==> src/rtl/spi_leds_pkg.sv <==
// Shared types and constants for the LED/button SPI master.
package spi_leds_pkg;

    localparam int unsigned SPI_LEDS_BITS = 8;
    localparam logic [3:0]  SPI_LEDS_SIG  = 4'hA;
    localparam int unsigned CNT_W         = 8;

    typedef enum logic [2:0] {
        ST_IDLE = 3'd0,
        ST_LOW  = 3'd1,
        ST_HIGH = 3'd2,
        ST_HOLD = 3'd3,
        ST_DONE = 3'd4,
        ST_GAP  = 3'd5
    } state_e;

endpackage

==> src/rtl/spi_leds_clk_div.sv <==
// SCK half-period timer: one-cycle tick every CLK_DIV cycles while enabled,
// restarting from zero whenever the enable rises.
module spi_leds_clk_div
    import spi_leds_pkg::*;
#(
    parameter int unsigned CLK_DIV = 4
) (
    input  logic clk_i,
    input  logic rst_n_i,
    input  logic en_i,
    output logic tick_c_o
);

    logic [CNT_W-1:0] cnt_q, cnt_d;

    always_comb begin
        tick_c_o = en_i && (cnt_q == CNT_W'(CLK_DIV - 1));
        cnt_d    = '0;
        if (en_i && !tick_c_o) begin
            cnt_d = cnt_q + CNT_W'(1);
        end
    end

    always_ff @(posedge clk_i or negedge rst_n_i) begin
        if (!rst_n_i) begin
            cnt_q <= '0;
        end else begin
            cnt_q <= cnt_d;
        end
    end

endmodule

==> src/rtl/spi_leds_master.sv <==
// SPI mode-0 master for the LED/button slave: one 8-bit full-duplex transfer per start.
// Define SPI_LEDS_MASTER_SIG_CHECK_EN to add sig_err_o (returned signature nibble check).
module spi_leds_master
    import spi_leds_pkg::*;
#(
    parameter int unsigned CLK_DIV = 4,
    parameter int unsigned GAP     = 4
) (
    input  logic                     clk_i,
    input  logic                     rst_n_i,
    input  logic                     start_i,
    input  logic [SPI_LEDS_BITS-1:0] tx_data_i,
    output logic                     busy_o,
    output logic                     done_o,
    output logic [SPI_LEDS_BITS-1:0] rx_data_o,
`ifdef SPI_LEDS_MASTER_SIG_CHECK_EN
    output logic                     sig_err_o,
`endif
    output logic                     spi_sck_o,
    output logic                     spi_mosi_o,
    input  logic                     spi_miso_i,
    output logic                     spi_cs_o
);

    localparam int unsigned BIT_W = $clog2(SPI_LEDS_BITS);
    localparam int unsigned GAP_W = (GAP > 1) ? $clog2(GAP) : 1;

    state_e                   state_q, state_d;
    logic [SPI_LEDS_BITS-1:0] tx_q, tx_d;
    logic [SPI_LEDS_BITS-1:0] rx_sh_q, rx_sh_d;
    logic [SPI_LEDS_BITS-1:0] rx_q, rx_d;
    logic [BIT_W-1:0]         bit_q, bit_d;
    logic [GAP_W-1:0]         gap_q, gap_d;
    logic                     cs_q, cs_d;
    logic                     sck_q, sck_d;
    logic                     busy_q, busy_d;
    logic                     done_q, done_d;
    logic                     div_en;
    logic                     tick;
`ifdef SPI_LEDS_MASTER_SIG_CHECK_EN
    logic                     sig_q, sig_d;
`endif

    assign div_en = (state_q == ST_LOW) || (state_q == ST_HIGH) || (state_q == ST_HOLD);

    spi_leds_clk_div #(
        .CLK_DIV (CLK_DIV)
    ) u_clk_div (
        .clk_i    (clk_i),
        .rst_n_i  (rst_n_i),
        .en_i     (div_en),
        .tick_c_o (tick)
    );

    // Next state; output registers are derived from the next state so they align with it.
    always_comb begin
        state_d = state_q;
        tx_d    = tx_q;
        rx_sh_d = rx_sh_q;
        rx_d    = rx_q;
        bit_d   = bit_q;
        gap_d   = gap_q;
`ifdef SPI_LEDS_MASTER_SIG_CHECK_EN
        sig_d   = sig_q;
`endif
        case (state_q)
            ST_IDLE: begin
                if (start_i) begin
                    tx_d    = tx_data_i;
                    bit_d   = '0;
                    state_d = ST_LOW;
                end
            end
            ST_LOW: begin
                if (tick) begin
                    rx_sh_d = {rx_sh_q[SPI_LEDS_BITS-2:0], spi_miso_i};
                    state_d = ST_HIGH;
                end
            end
            ST_HIGH: begin
                if (tick) begin
                    bit_d = bit_q + BIT_W'(1);
                    if (bit_q == BIT_W'(SPI_LEDS_BITS - 1)) begin
                        state_d = ST_HOLD;
                    end else begin
                        tx_d    = {tx_q[SPI_LEDS_BITS-2:0], 1'b0};
                        state_d = ST_LOW;
                    end
                end
            end
            ST_HOLD: begin
                if (tick) begin
                    rx_d    = rx_sh_q;
                    tx_d    = '0;
                    gap_d   = '0;
`ifdef SPI_LEDS_MASTER_SIG_CHECK_EN
                    sig_d   = (rx_sh_q[SPI_LEDS_BITS-1 -: 4] != SPI_LEDS_SIG);
`endif
                    state_d = ST_DONE;
                end
            end
            ST_DONE: begin
                state_d = ST_GAP;
            end
            ST_GAP: begin
                if (gap_q == GAP_W'(GAP - 1)) begin
                    state_d = ST_IDLE;
                end else begin
                    gap_d = gap_q + GAP_W'(1);
                end
            end
            default: begin
                state_d = ST_IDLE;
            end
        endcase

        cs_d   = !((state_d == ST_LOW) || (state_d == ST_HIGH) || (state_d == ST_HOLD));
        sck_d  = (state_d == ST_HIGH);
        busy_d = (state_d != ST_IDLE);
        done_d = (state_d == ST_DONE);
    end

    always_ff @(posedge clk_i or negedge rst_n_i) begin
        if (!rst_n_i) begin
            state_q <= ST_IDLE;
            tx_q    <= '0;
            rx_sh_q <= '0;
            rx_q    <= '0;
            bit_q   <= '0;
            gap_q   <= '0;
            cs_q    <= 1'b1;
            sck_q   <= 1'b0;
            busy_q  <= 1'b0;
            done_q  <= 1'b0;
        end else begin
            state_q <= state_d;
            tx_q    <= tx_d;
            rx_sh_q <= rx_sh_d;
            rx_q    <= rx_d;
            bit_q   <= bit_d;
            gap_q   <= gap_d;
            cs_q    <= cs_d;
            sck_q   <= sck_d;
            busy_q  <= busy_d;
            done_q  <= done_d;
        end
    end

`ifdef SPI_LEDS_MASTER_SIG_CHECK_EN
    always_ff @(posedge clk_i or negedge rst_n_i) begin
        if (!rst_n_i) begin
            sig_q <= 1'b0;
        end else begin
            sig_q <= sig_d;
        end
    end

    assign sig_err_o = sig_q;
`endif

    // MOSI comes straight from the shift register MSB, which is itself a flop.
    assign spi_mosi_o = tx_q[SPI_LEDS_BITS-1];
    assign spi_sck_o  = sck_q;
    assign spi_cs_o   = cs_q;
    assign busy_o     = busy_q;
    assign done_o     = done_q;
    assign rx_data_o  = rx_q;

endmodule

==> config.mk <==
export PLATFORM = sky130hd
export DESIGN_NAME = spi_leds_master
export DESIGN_NICKNAME = d
export VERILOG_FILES = /design/src/rtl/spi_leds_pkg.sv /design/src/rtl/spi_leds_clk_div.sv /design/src/rtl/spi_leds_master.sv
export SDC_FILE = /design/constraint.sdc
export NUM_CORES = 1
export LEC_CHECK = 0
export CORE_MARGIN = 2
export CORE_UTILIZATION = 62
export CTS_BUF_LIST = sky130_fd_sc_hd__clkbuf_16
export CTS_CLUSTER_SIZE = 28
export DETAILED_ROUTE_END_ITERATION = 6
export DONT_BUFFER_PORTS = 1
export GPL_ROUTABILITY_DRIVEN = 0
export HOLD_SLACK_MARGIN = 0.1
export PLACE_DENSITY = 0.83
export SLEW_MARGIN = 20
export SYNTH_ARGS = -nofsm -noshare
export SYNTH_HDL_FRONTEND = slang
export SYNTH_SLANG_ARGS = --single-unit
==> constraint.sdc <==
create_clock -name clk_i -period 3 [get_ports clk_i]
set_input_delay 0.75 -clock clk_i [delete_from_list [all_inputs] [get_ports clk_i]]
set_output_delay 0.75 -clock clk_i [all_outputs]
set_load 0.02 [all_outputs]
# --- Word-level counts from Yosys, hierarchy flattened ---
# Index checks and enable logic that the tools add are counted.
totals:
  inputBits: 12
  out_inout_bits: 13
  ff_bits: 44
  elab_cells: 68
op_classes:
  n_eq_ne: 17
  reduce_logical: 18
  addsub: 3
  mux: 19
ops:
  columns: ["cell", "count"]
  rows:
  - ["$mux W8", 5]
  - ["$pmux W8 S3", 1]
  - ["$mux W3", 7]
  - ["$pmux W3 S6", 1]
  - ["$eq A3 B2 Y1 const B", 4]
  - ["$eq A3 B3 Y1 const B", 4]
  - ["$ne A2 B2 Y1 const B", 5]
  - ["$add A8 B1 Y8 const B", 1]
  - ["$eq A8 B2 Y1 const B", 1]
  - ["$eq A3 B1 Y1 const B", 2]
  - ["$mux W2", 3]
  - ["$pmux W3 S2", 1]
  - ["$reduce_and A3 Y1", 2]
  - ["$reduce_bool A3 Y1", 2]
  - ["$reduce_and A5 Y1", 1]
  - ["$logic_or A1 B1 Y1", 4]
  - ["$pmux W2 S2", 1]
  - ["$reduce_and A2 Y1", 2]
  - ["$reduce_bool A2 Y1", 2]
  - ["$add A3 B1 Y3 const B", 1]
  - ["$logic_not A3 Y1", 1]
  - ["$add A2 B1 Y2 const B", 1]
  - ["$eq A2 B2 Y1 const B", 1]
  - ["$logic_and A1 B1 Y1", 2]
  - ["$logic_not A1 Y1", 2]

# --- Depth between registers and ports, before layout ---
depth:
  word_depth: 10
  mapped_depth: 7

# --- Modules after synthesis ---
# A second synthesis with hierarchy kept.
hier_totals:
  cells_unflattened: 185
  area_unflattened_um2: 1964.4
modules_own_cells:
  columns: ["module", "cells_each", "area_each_um2", "seq_area_each_um2", "n_inst"]
  rows:
  - ["spi_leds_master", 146, 1565.3, 902.1, 1]
  - ["spi_leds_clk_div", 39, 399.1, 200.2, 1]

# --- Worst setup path after synthesis ---
# Ideal clock, no wire load.
synth_path:
  path_type: "register to register"
  from: "register u_clk_div.cnt_q[0]"
  to: "register sck_q, in the netlist spi_sck_o"
  path_slack_ns: 0.896
  synth_period_minus_slack_ns: 2.104
  arrival_ns: 1.976
  setup_time_ns: 0.128
  n_path_buf: 1
  path_stages_with_launch: 7
  cell_sequence: "dfrtp_1 ha_1 or4b_4 or4_1 buf_2 nor2b_4 nor3b_1"
synth_between:
  elab_chain_len: 5
synth_lines:
  columns: ["element", "line_no", "source"]
  rows:
  - ["start: declaration", "spi_leds_clk_div.sv:14", "logic [CNT_W-1:0] cnt_q, cnt_d;"]
  - ["start signal: assignment", "spi_leds_clk_div.sv:28", "cnt_q <= cnt_d;"]
  - ["$eq A8 B2 Y1 (*)", "spi_leds_clk_div.sv:17", "tick_c_o = en_i && (cnt_q == CNT_W'(CLK_DIV - 1));"]
  - ["$logic_and A1 B1 Y1 (*)", "spi_leds_clk_div.sv:17", null]
  - ["$mux W3 (on tied branches)", "spi_leds_master.sv:92, spi_leds_master.sv:75, spi_leds_master.sv:81", null]
  - ["$pmux W3 S6 (*)", "spi_leds_master.sv:66", "case (state_q)"]
  - ["$eq A3 B2 Y1 (*)", "spi_leds_master.sv:118", "sck_d = (state_d == ST_HIGH);"]
  - ["net sck_d", "spi_leds_master.sv:35", "logic sck_q, sck_d;"]
  - ["end signal: assignment", "spi_leds_master.sv:143", "sck_q <= sck_d;"]
  - ["end: declaration", "spi_leds_master.sv:35", null]
# The timed path passes the listed nets; every way through them passes the cells marked *.
# A chain may end at the register's enable or synchronous reset.

# --- Worst setup path after layout ---
# Same ends and word-level chain as after synthesis.

==> results.md <==
* Status: complete, no violations
* Reg2reg path depth at 5
* Post-Route WL at approximately 3.3 mm
* Syn_nets at 191
* R2r startpoint: u_clk_div.cnt_q[0]
* Port Buffers at 0
* Top_reg_cell synth: dfrtp_1
* Mapped Cells at between 150 and 200
* Vias in the first global route at 1232
* Setup crit end kind: flip-flop
* Fmax at about 0.45 GHz
* Area Overhead vs Synth at 8.292%
* Syn avg cell area at between 10 and 15 um2
* CP Class: flip-flop to flip-flop
* Dominant cell type by area after synthesis: dfrtp_1
* Via/cell ratio at about 5.7
* Clock Latency Late Sink at 0.28 ns
* Slew at the pin closest to its max-slew limit at between 0.6 and 0.7 ns
* Worst EP arrival at between 2 and 2.5 ns
* I/O Pins at 25
* Worst-path maximum fanout at 7
* Yosys cell types at 36
* CP required at 3.16 ns
* Worst min path class: primary input to asynchronous set/reset pin
* CTS tree: built
* Worst-path clk slew at 0.06 ns
* Mapped cell area at between 2000 and 2500 um2
* CTS Hold Buffers Added at 0
* Clock sink count at 44
* Non-filler cells, final at between 200 and 250
* Antenna violations before repair at 0
* RSZ-0062 raised after global routing: no
* Core region area at roughly 3100 um2
* Largest net degree at the start of global routing at 45
* FP Rows at 20
* 1st-pass router iterations at 6
* Routed len/inst at between 10 and 15 um
* Post-synth top area share at between 50% and 60%
* Pwr/cell area at 962.2 nW/um2
* Cts bufs inserted at 5
* Yosys reg bits at 44
* Lkg Pwr at approximately 1.0 nW
* Cells after DPL at around 210
* Top-count cell post-synth: dfrtp_1
* Synth async-reset ratio at between 90% and 100%
* Layout Nets at 190
* DIE WIDTH at just over 60 um
* Fin crit share at around three quarters
* Slew Limit Headroom at about three fifths
* Synth area leaders: dfrtp_1 54%, mux2_2 9.5%, mux2i_1 3.5%
* Via count at ~1300
* Detailed placer's ending HPWL at roughly 2.3 mm
* Die area at 3708 um2
* Share of layout cells above drive strength 1 at about 18%
* Setup_tns at 0 ns
* Cts repair resizes at 0
* Number of flops mapped to enable cells by yosys at 0
* Flop2flop setup slack at 0.77 ns
* Top cells by instance count after synthesis: 43 x dfrtp_1, 17 x mux2_2, 13 x inv_1, 10 x nand3_1, 10 x nor2_1
* Die height at 60.90 um
* Reg2Reg Capture Point: spi_sck_o
* Peak supply drop at between 0.6 and 0.7 mV
* Critical path startpoint: u_clk_div.cnt_q[0]
* Starting density of the core at 65.20%
* Routed Antenna Nets at 0
* Fin. max-slew vios at 0
* Worst Skew at 0.003958 ns
* Global route total overflow at 0
* Initial drt markers at between 60 and 70
* Root cell of the clock tree: clkbuf_16
* CP Launch Type: flip-flop
* Fin. Hold Viols at 0
* Max Cap Viol at 0
* GRT Util Overall at between 10% and 20%
* Ant diodes at 0
* First-pass GRT wire length at roughly 5.3 mm
* DR DRC count at 0
* Tmin final at between 2 and 2.5 ns
* Seq/Total Area, Yosys at between 50 and 60%
* CTS max path bufs at 2
* Setup violators final at 0
* Yosys warnings at 0
* H-tree levels at 2
* Post-CTS Repair Setup Buffers at 0
worst max-delay path, cell delays in order, from the launching register on:
cell and delay (ns):
dfrtp_1 0.40, ha_1 0.27, or4b_4 0.49, or4_1 0.63, nor2b_4 0.18, nor3b_1 0.14
worst max-delay path by stage:
stage / to / cells after the start
floorplan: spi_sck_o / 6
global placement: spi_sck_o / 5
detailed placement: spi_sck_o / 5
CTS: spi_sck_o / 5
global route: spi_sck_o / 5
finish: spi_sck_o / 5
area by class of cell:
| class | count | area, um2 |
|---|---|---|
| clock buffers | 5 | 125.1 |
| clock inverters | 3 | 15.01 |
| fillers | 233 | 904.6 |
| inverters | 13 | 48.80 |
| multi-input cells | 109 | 819.5 |
| flip-flops and latches | 44 | 1102 |
| well taps | 44 | 55.05 |
| repair buffers | 1 | 7.507 |
cell usage in the layout (no fill, tap or decap), drive strengths merged:
cell type / n
dfrtp: 43
mux2: 17
inv: 14
nor2: 10
nand3: 10
a21oi: 8
o21ai: 7
mux2i: 7
nor3: 6
nand2: 6
xor2: 5
clkbuf: 5
nor3b: 4
ha: 4
nand2b: 3
nor2b: 3
or3: 2
nand4: 2
and3: 2
or4b: 1
xnor2: 1
a21bo: 1
nor4b: 1
or4: 1
a31oi: 1
a2bb2oi: 1
a311o: 1
a22oi: 1
a211oi: 1
nand4bb: 1
o31ai: 1
nand3b: 1
clkinv: 1
clkinvlp: 1
buf: 1
dfstp: 1
metrics by stage:
stage               total power, W  hold slack (ns)  setup WS [ns]  utilization [%]  area, um2
detailed placement        0.001595           0.4553         0.7801            66.06       2033
CTS                       0.002105           0.1528         0.7639            70.61       2173
floorplan                 0.001476           0.4544         0.8958                -       2007
global placement          0.001553           0.4555         0.8516            66.06       2033
finish                    0.002091           0.1586         0.7657            70.61       2173
global route              0.002235           0.1457         0.6435            70.61       2173
report_power, final:
part           switching [W]  internal (W)  total, W
sequential          0.000218      0.000787   0.00100
clock               0.000204      0.000302  0.000506
combinational       0.000296      0.000284  0.000580
logic make-up after synthesis:
logic type	after synthesis	share of synthesized area, %
buf+inv	22	4.240
xor+xnor	6	2.618
mux	24	13.03
simple gates	53	15.84
compound gates	22	6.858
flops	44	54.93
fa+ha+maj	4	2.494
routing by layer:
metal | global-route usage, % | part of all wire [%] | routed length (um) | vias up
met3 | 9.168 | 5.3 | 174 | 3
met2 | 34.41 | 51 | 1657 | 31
met4 | 4.969 | 0.92 | 30 | 0
met1 | 22.27 | 43 | 1405 | 619
li1 | - | - | - | 604
met5 | 0 | 0 | 0 | -
sequential cells by signal, indices dropped and copies added, names as in the netlist:
| register | count |
|---|---|
| spi_cs_o | 1 |
| gap_q | 2 |
| rx_data_o | 8 |
| busy_o | 1 |
| state_q | 3 |
| rx_sh_q | 8 |
| u_clk_div.cnt_q | 8 |
| spi_sck_o | 1 |
| tx_q | 8 |
| done_o | 1 |
| bit_q | 3 |
Note: power is estimated with default switching activity, not from simulation.
